**src/rtl/pe_chain_ctrl_pkg.sv**
```systemverilog
// rtl/pe_chain_ctrl_pkg.sv - shared types, constants and width helpers for the PE chain controller
package pe_chain_ctrl_pkg;

  typedef enum logic [1:0] {
    ST_IDLE,
    ST_STREAM,
    ST_DRAIN,
    ST_ABORT
  } state_e;

  // Cycles from the last accepted pixel until its result has been issued.
  localparam int DRAIN_CYCLES = 3;

  localparam int ERR_SHORT_ROW = 0;
  localparam int ERR_W_WR_BUSY = 1;
  localparam int ERR_UNDERRUN  = 2;
  localparam int ERR_PE_DONE   = 3;
  localparam int ERR_NUM       = 4;

  function automatic int clog2(input int v);
    int r;
    r = 0;
    while ((1 << r) < v) r++;
    return r;
  endfunction

  function automatic int sum_width(input int dw, input int ww, input int n);
    return dw + ww + clog2(n);
  endfunction

endpackage

```
**src/rtl/pe_sum_tree.sv**
```systemverilog
// rtl/pe_sum_tree.sv - registered zero-extending adder of N PE products, one cycle latency
module pe_sum_tree #(
  parameter int N  = 3,
  parameter int PW = 16,
  parameter int SW = 18
) (
  input  logic            clk,
  input  logic            rst,
  input  logic [N*PW-1:0] prod_i,
  output logic [SW-1:0]   sum_o
);

  logic [SW-1:0] sum_d, sum_q;

  always_comb begin
    sum_d = '0;
    for (int i = 0; i < N; i++) begin
      sum_d = sum_d + SW'(prod_i[i*PW +: PW]);
    end
  end

  always_ff @(posedge clk or posedge rst) begin
    if (rst) sum_q <= '0;
    else     sum_q <= sum_d;
  end

  assign sum_o = sum_q;

endmodule

```
**src/rtl/pe_chain_ctrl.sv**
```systemverilog
// rtl/pe_chain_ctrl.sv - sequencer for a linear PE chain forming a 1-D FIR row filter
module pe_chain_ctrl
  import pe_chain_ctrl_pkg::*;
#(
  parameter int  NUM_PE       = 3,
  parameter int  DATA_WIDTH   = 8,
  parameter int  WEIGHT_WIDTH = 8,
  parameter int  LEN_WIDTH    = 12,
  localparam int AW           = clog2(NUM_PE),
  localparam int PW           = DATA_WIDTH + WEIGHT_WIDTH,
  localparam int SUM_WIDTH    = sum_width(DATA_WIDTH, WEIGHT_WIDTH, NUM_PE)
) (
  input  logic                           clk,
  input  logic                           rst,
  input  logic                           w_wr,
  input  logic [AW-1:0]                  w_addr,
  input  logic [WEIGHT_WIDTH-1:0]        w_data,
  input  logic                           start,
  input  logic [LEN_WIDTH-1:0]           row_len,
  input  logic                           in_valid,
  input  logic [DATA_WIDTH-1:0]          in_data,
  output logic                           in_ready,
  output logic [DATA_WIDTH-1:0]          pe_input,
  output logic [NUM_PE*WEIGHT_WIDTH-1:0] pe_weight,
  output logic [NUM_PE-1:0]              pe_en,
  input  logic [NUM_PE*PW-1:0]           pe_output,
  input  logic [NUM_PE-1:0]              pe_done,
  output logic                           out_valid,
  output logic [SUM_WIDTH-1:0]           out_data,
  output logic                           out_last,
  output logic                           busy,
  output logic                           row_done,
  output logic                           err
);

  localparam int TW = clog2(NUM_PE + 3);

  state_e                                state_q, state_d;
  logic [NUM_PE-1:0][WEIGHT_WIDTH-1:0]   w_q;
  logic [LEN_WIDTH-1:0]                  len_q, len_d, cnt_q, cnt_d;
  logic [TW-1:0]                         tmr_q, tmr_d;
  logic [NUM_PE-1:1]                     en_sr_q;
  logic                                  v1_q, v2_q, l1_q, l2_q;
  logic                                  out_valid_q, out_last_q, row_done_q, row_done_d, err_q, err_d;
  logic                                  accept, start_ok, sched;
  logic [ERR_NUM-1:0]                    err_src;
  logic [SUM_WIDTH-1:0]                  sum;

  always_comb begin
    state_d    = state_q;
    len_d      = len_q;
    cnt_d      = cnt_q;
    tmr_d      = tmr_q;
    row_done_d = 1'b0;
    accept     = 1'b0;
    start_ok   = 1'b0;
    err_src    = '0;
    case (state_q)
      ST_IDLE: begin
        if (start) begin
          if (row_len >= LEN_WIDTH'(NUM_PE)) begin
            state_d  = ST_STREAM;
            len_d    = row_len;
            cnt_d    = '0;
            start_ok = 1'b1;
          end else begin
            err_src[ERR_SHORT_ROW] = 1'b1;
            row_done_d             = 1'b1;
          end
        end
      end
      ST_STREAM: begin
        // The chain forwards every cycle, so a missing pixel cannot be absorbed.
        if (in_valid) begin
          accept = 1'b1;
          cnt_d  = cnt_q + 1'b1;
          if (cnt_q == len_q - 1'b1) begin
            state_d = ST_DRAIN;
            tmr_d   = TW'(DRAIN_CYCLES - 1);
          end
        end else begin
          state_d               = ST_ABORT;
          tmr_d                 = TW'(NUM_PE + 1);
          err_src[ERR_UNDERRUN] = 1'b1;
        end
      end
      ST_DRAIN, ST_ABORT: begin
        if (tmr_q == '0) begin
          state_d    = ST_IDLE;
          row_done_d = 1'b1;
        end else begin
          tmr_d = tmr_q - 1'b1;
        end
      end
      default: state_d = ST_IDLE;
    endcase
    sched                  = v2_q && (state_d != ST_ABORT);
    err_src[ERR_W_WR_BUSY] = w_wr && (state_q != ST_IDLE);
    err_src[ERR_PE_DONE]   = sched && !(&pe_done);
    err_d                  = (start_ok ? 1'b0 : err_q) | (|err_src);
  end

  always_ff @(posedge clk or posedge rst) begin
    if (rst) begin
      state_q     <= ST_IDLE;
      len_q       <= '0;
      cnt_q       <= '0;
      tmr_q       <= '0;
      w_q         <= '0;
      en_sr_q     <= '0;
      v1_q        <= 1'b0;
      v2_q        <= 1'b0;
      l1_q        <= 1'b0;
      l2_q        <= 1'b0;
      out_valid_q <= 1'b0;
      out_last_q  <= 1'b0;
      row_done_q  <= 1'b0;
      err_q       <= 1'b0;
    end else begin
      state_q    <= state_d;
      len_q      <= len_d;
      cnt_q      <= cnt_d;
      tmr_q      <= tmr_d;
      row_done_q <= row_done_d;
      err_q      <= err_d;
      if (w_wr && (state_q == ST_IDLE) && (32'(w_addr) < NUM_PE)) begin
        w_q[w_addr] <= w_data;
      end
      en_sr_q[1] <= accept;
      for (int i = 2; i < NUM_PE; i++) begin
        en_sr_q[i] <= en_sr_q[i-1];
      end
      // Result tag pipeline: products for an accepted pixel land two cycles later.
      v1_q        <= accept && (cnt_q >= LEN_WIDTH'(NUM_PE - 1));
      l1_q        <= accept && (cnt_q == len_q - 1'b1);
      v2_q        <= v1_q && (state_d != ST_ABORT);
      l2_q        <= l1_q;
      out_valid_q <= sched;
      out_last_q  <= l2_q && sched;
    end
  end

  pe_sum_tree #(
    .N  (NUM_PE),
    .PW (PW),
    .SW (SUM_WIDTH)
  ) u_sum (
    .clk    (clk),
    .rst    (rst),
    .prod_i (pe_output),
    .sum_o  (sum)
  );

  assign in_ready  = (state_q == ST_STREAM);
  assign pe_input  = accept ? in_data : '0;
  assign pe_en     = {en_sr_q, accept};
  assign pe_weight = w_q;
  assign out_valid = out_valid_q;
  assign out_data  = out_valid_q ? sum : '0;
  assign out_last  = out_last_q;
  assign busy      = (state_q != ST_IDLE);
  assign row_done  = row_done_q;
  assign err       = err_q;

endmodule

```
**config.mk**
```make
export PLATFORM = sky130hd
export DESIGN_NAME = pe_chain_ctrl
export DESIGN_NICKNAME = d
export VERILOG_FILES = /design/src/rtl/pe_chain_ctrl_pkg.sv /design/src/rtl/pe_sum_tree.sv /design/src/rtl/pe_chain_ctrl.sv
export SDC_FILE = /design/constraint.sdc
export NUM_CORES = 1
export LEC_CHECK = 0
export BUFFER_PORTS_ARGS = -buffer_cell sky130_fd_sc_hd__buf_2
export CAP_MARGIN = 20
export CORE_MARGIN = 2
export CORE_UTILIZATION = 39
export DETAILED_ROUTE_END_ITERATION = 7
export HOLD_SLACK_MARGIN = 0.08
export PLACE_DENSITY = 0.72
export RECOVER_POWER = 100
export SLEW_MARGIN = 20
export SYNTH_ARGS = -nofsm -noshare
export SYNTH_HDL_FRONTEND = slang
export SYNTH_HIERARCHICAL = 1
export SYNTH_SLANG_ARGS = --single-unit
```
**constraint.sdc**
```tcl
create_clock -name clk -period 3.35 [get_ports clk]
set_clock_uncertainty 0.2 [all_clocks]
set_input_delay 0.1675 -clock clk [delete_from_list [all_inputs] [get_ports clk]]
set_output_delay 0.1675 -clock clk [all_outputs]
set_load 0.02 [all_outputs]
```
==> impl_metrics.tcl <==
set metrics [dict create \
    peakVddDrop_v 0.000254 \
    clock_path_buffers 2 \
    routed_wl_um 11500 \
    dpl-instance-area_sq_um 5610 \
    power.leakage_nw 2.89 \
    whs_path_depth 5 \
    dr.pass1.iters 5 \
    status "finished, violations left" \
    tightest_slew_ns 1.72 \
    synth-seq-area-share_pct 42.6 \
    clk_pin_slew_worst_paths_ns 0.07 \
    antenna_left 0 \
    synth_area_sq_um 4760 \
    required_ns 3.42 \
    coreArea_sq_um 12000 \
    drv_slew 45 \
    crit_path_end_kind "flop" \
    async_reset_ff_share_pct 100 \
    dpl.hpwl_um 8710 \
    min_period_ns 3.01 \
    r2r-start "len_q[0]" \
    nets 730 \
    synth_top_area_share_pct 42.6 \
    grt_usage_pct 18.4 \
    h-tree-depth 3 \
    yosysWarnings 6 \
    hold_class "in -> reg" \
    fin_crit_sh_pct 89.9 \
    switching_power_mw 1.61 \
    grt_max_degree 45 \
    syn_inst 431 \
    worst-endpoint-arrival_ns 3.08 \
    initial_core_util_pct 39.8 \
    slew_headroom_pct -14.6 \
    synthTopCellsByCount "81 x dfrtp_1, 35 x mux2_2, 27 x nor2_1" \
    dieWidth_um 114 \
    viasPerCell 5.16 \
    hold-path-endpoint "err" \
    drtIter0Drc 157 \
    yosysTopAreaCell "dfrtp_1" \
    design_area_sq_um 6120 \
    cts_resized 0 \
    yosys-top-cells-area "dfrtp_1 43%, mux2_2 8.3%, fa_1 7.2%" \
    finalSetupViolCount 0 \
    fp-row-count 40 \
    p_per_area_nw_per_um2 710 \
    p_clk_share_pct 24.2 \
    die_h_um 114 \
    sw_frac_of_total_pct 37.2 \
    rsz0062_at_grt "no" \
    pin_count 145 \
    r2r_cells 9 \
    synth-edff-count 0 \
    path_max_fanout 4 \
    antenna_found_initial 1 \
    cts_made_buffers 9 \
    wl_per_cell_um 15.1 \
    vias 3920 \
    critical_path_class "in -> reg" \
    yosys_register_bits 81 \
    cts_root_buf "clkbuf_16" \
    avgSynthCellArea_sq_um 11.0 \
    grt-ovfl-total 0 \
    cts.sinks 81 \
    yosys.cell_types.count 58 \
    ff2ff_setup_slack_ns 0.38 \
    drv_cap 1 \
    start_kind "input port" \
    combPwrFrac_pct 38.4 \
    die-area_sq_um 13100 \
    cts_tree "built" \
    drive_above_1_share_pct 25.8 \
    grt_pass1_vias 4028 \
    clk_latency_ns 0.34 \
    fmax_mhz 332 \
    finalHoldViolations 0 \
    port_buffers 144 \
    synth_nets 554 \
    violations "max-capacitance violations, max-slew violations" \
    finalSetupTns_ns 0 \
    place_congestion 0.948 \
    grt_pass1_wl_um 19000 \
    synth-main-ff-cell "dfrtp_1" \
    synth_most_common_cell "dfrtp_1" \
    p_int_mw 2.73 \
    area_growth_pct 28.6 \
    regToRegEndpoint "tmr_q[1]" \
    pwr-share-seq_pct 37.4 \
    drc 0 \
    hp-start "w_wr" \
]
## through the flow
step	cells	hold slack [ns]	utilization (%)	power, mW	setup WS, ns
6_report	760	0.0981	51.2	4.34	0.337
5_1_grt	759	0.108	51.1	4.66	0.168
4_1_cts	759	0.0866	52.1	4.45	0.436
3_5_place_dp	713	0.113	46.9	3.34	0.472
3_3_place_gp	713	0.0999	46.9	3.25	0.549
2_1_floorplan	431	-0.0939	-	2.84	0.630
## cell usage in the layout, fill, tap and decap left out, drive strengths merged, types with 2 or more instances in the layout
| master | synthesis | routed |
|---|---|---|
| buf | 2 | 98 |
| dfrtp | 81 | 81 |
| clkbuf | 11 | 59 |
| mux2 | 35 | 35 |
| dlygate4sd3 | 0 | 30 |
| nor2 | 27 | 27 |
| inv | 24 | 26 |
| a21oi | 23 | 23 |
| and2 | 23 | 23 |
| nand2 | 22 | 22 |
| xnor2 | 21 | 21 |
| ha | 20 | 20 |
| fa | 17 | 17 |
| xor2 | 14 | 14 |
| o21ai | 14 | 14 |
| and3 | 13 | 13 |
| nor4 | 9 | 9 |
| a21o | 7 | 7 |
| nand3 | 6 | 6 |
| nor3 | 6 | 6 |
| nand4 | 5 | 5 |
| a211oi | 5 | 5 |
| nor2b | 4 | 4 |
| a31oi | 4 | 4 |
| or3 | 4 | 4 |
| clkinv | 0 | 3 |
| o21bai | 3 | 3 |
| nand3b | 2 | 2 |
| and3b | 2 | 2 |
| o21a | 2 | 2 |
| nand4b | 2 | 2 |
| or4 | 2 | 2 |
| bufinv | 0 | 2 |
| o211a | 2 | 2 |
| a221oi | 2 | 2 |
| a211o | 2 | 2 |
## state kept, by name (all words and copies together) (netlist names), 2 cells and up
name and count:
state_q 2, len_q 12, cnt_q 12, pe_weight 24
en_sr_q 2, u_sum/sum_o 18, tmr_q 3
## power groups by stage
stage               registers [mW]  logic, mW  clock network [mW]
floorplan                     1.73       1.11                   0
global placement              1.60       1.66                   0
detailed placement            1.63       1.72                   0
CTS                           1.61       1.75                1.08
global route                  1.67       1.85                1.13
finish                        1.62       1.67                1.05
## per-layer routing
layer | track usage [%] | up-vias | part of all wire, %
met2 | 32.3 | 142 | 50
li1 | - | 1866 | -
met4 | 8.13 | 0 | 2.3
met3 | 3.28 | 22 | 5.4
met1 | 22.0 | 1890 | 43
met5 | 0 | - | 0
## critical path: stages
cell,delay (ns)
dlygate4sd3_1,0.53
clkbuf_1,0.11
fa_1,0.45
ha_1,0.25
fa_1,0.42
a21o_1,0.22
a31oi_1,0.36
nor2_1,0.14
a41oi_1,0.28
xnor2_1,0.15
## layout make-up
class                           count  area, sq um
Sequential cell                    81         2030
Fill cell                        1095         5840
Timing Repair Buffer              178          980
Multi-Input combinational cell    313         2520
Clock inverter                      7         92.6
Clock buffer                        9          225
Tap cell                          147          184
Antenna cell                        1         2.50
Inverter                           24         90.1
## cells by family (layout without fill, tap and decap cells)
| group | count (synthesis) | count (layout) | synth area share (%) |
|---|---|---|---|
| other | 0 | 1 | 0 |
| xor gates and xnor gates | 35 | 35 | 6.44 |
| adders and majority gates | 37 | 37 | 12.4 |
| buffers and inverters | 37 | 218 | 3.63 |
| DFF | 81 | 81 | 42.6 |
| and+or+nand+nor | 133 | 133 | 15.7 |
| muxes | 36 | 36 | 8.49 |
| AOI/OAI and AO/OA | 72 | 72 | 10.7 |
## repair_timing
item | CTS | global route
endpoints found under the hold margin | 104 | 0
hold buffers | 30 | 0
buffers inserted | 0 | 0
## worst max-delay path by stage
stage,from,to,slack (ns),cells after the start
after floorplan,len_q[0],state_q[0],0.63,9
after global placement,len_q[0],state_q[0],0.55,9
final,pe_output[33],u_sum/sum_o[11],0.34,10
after CTS,pe_output[33],u_sum/sum_o[15],0.44,10
after detailed placement,len_q[0],state_q[0],0.47,9
after global routing,len_q[0],tmr_q[1],0.17,9
(Power assumes the default switching activity.)
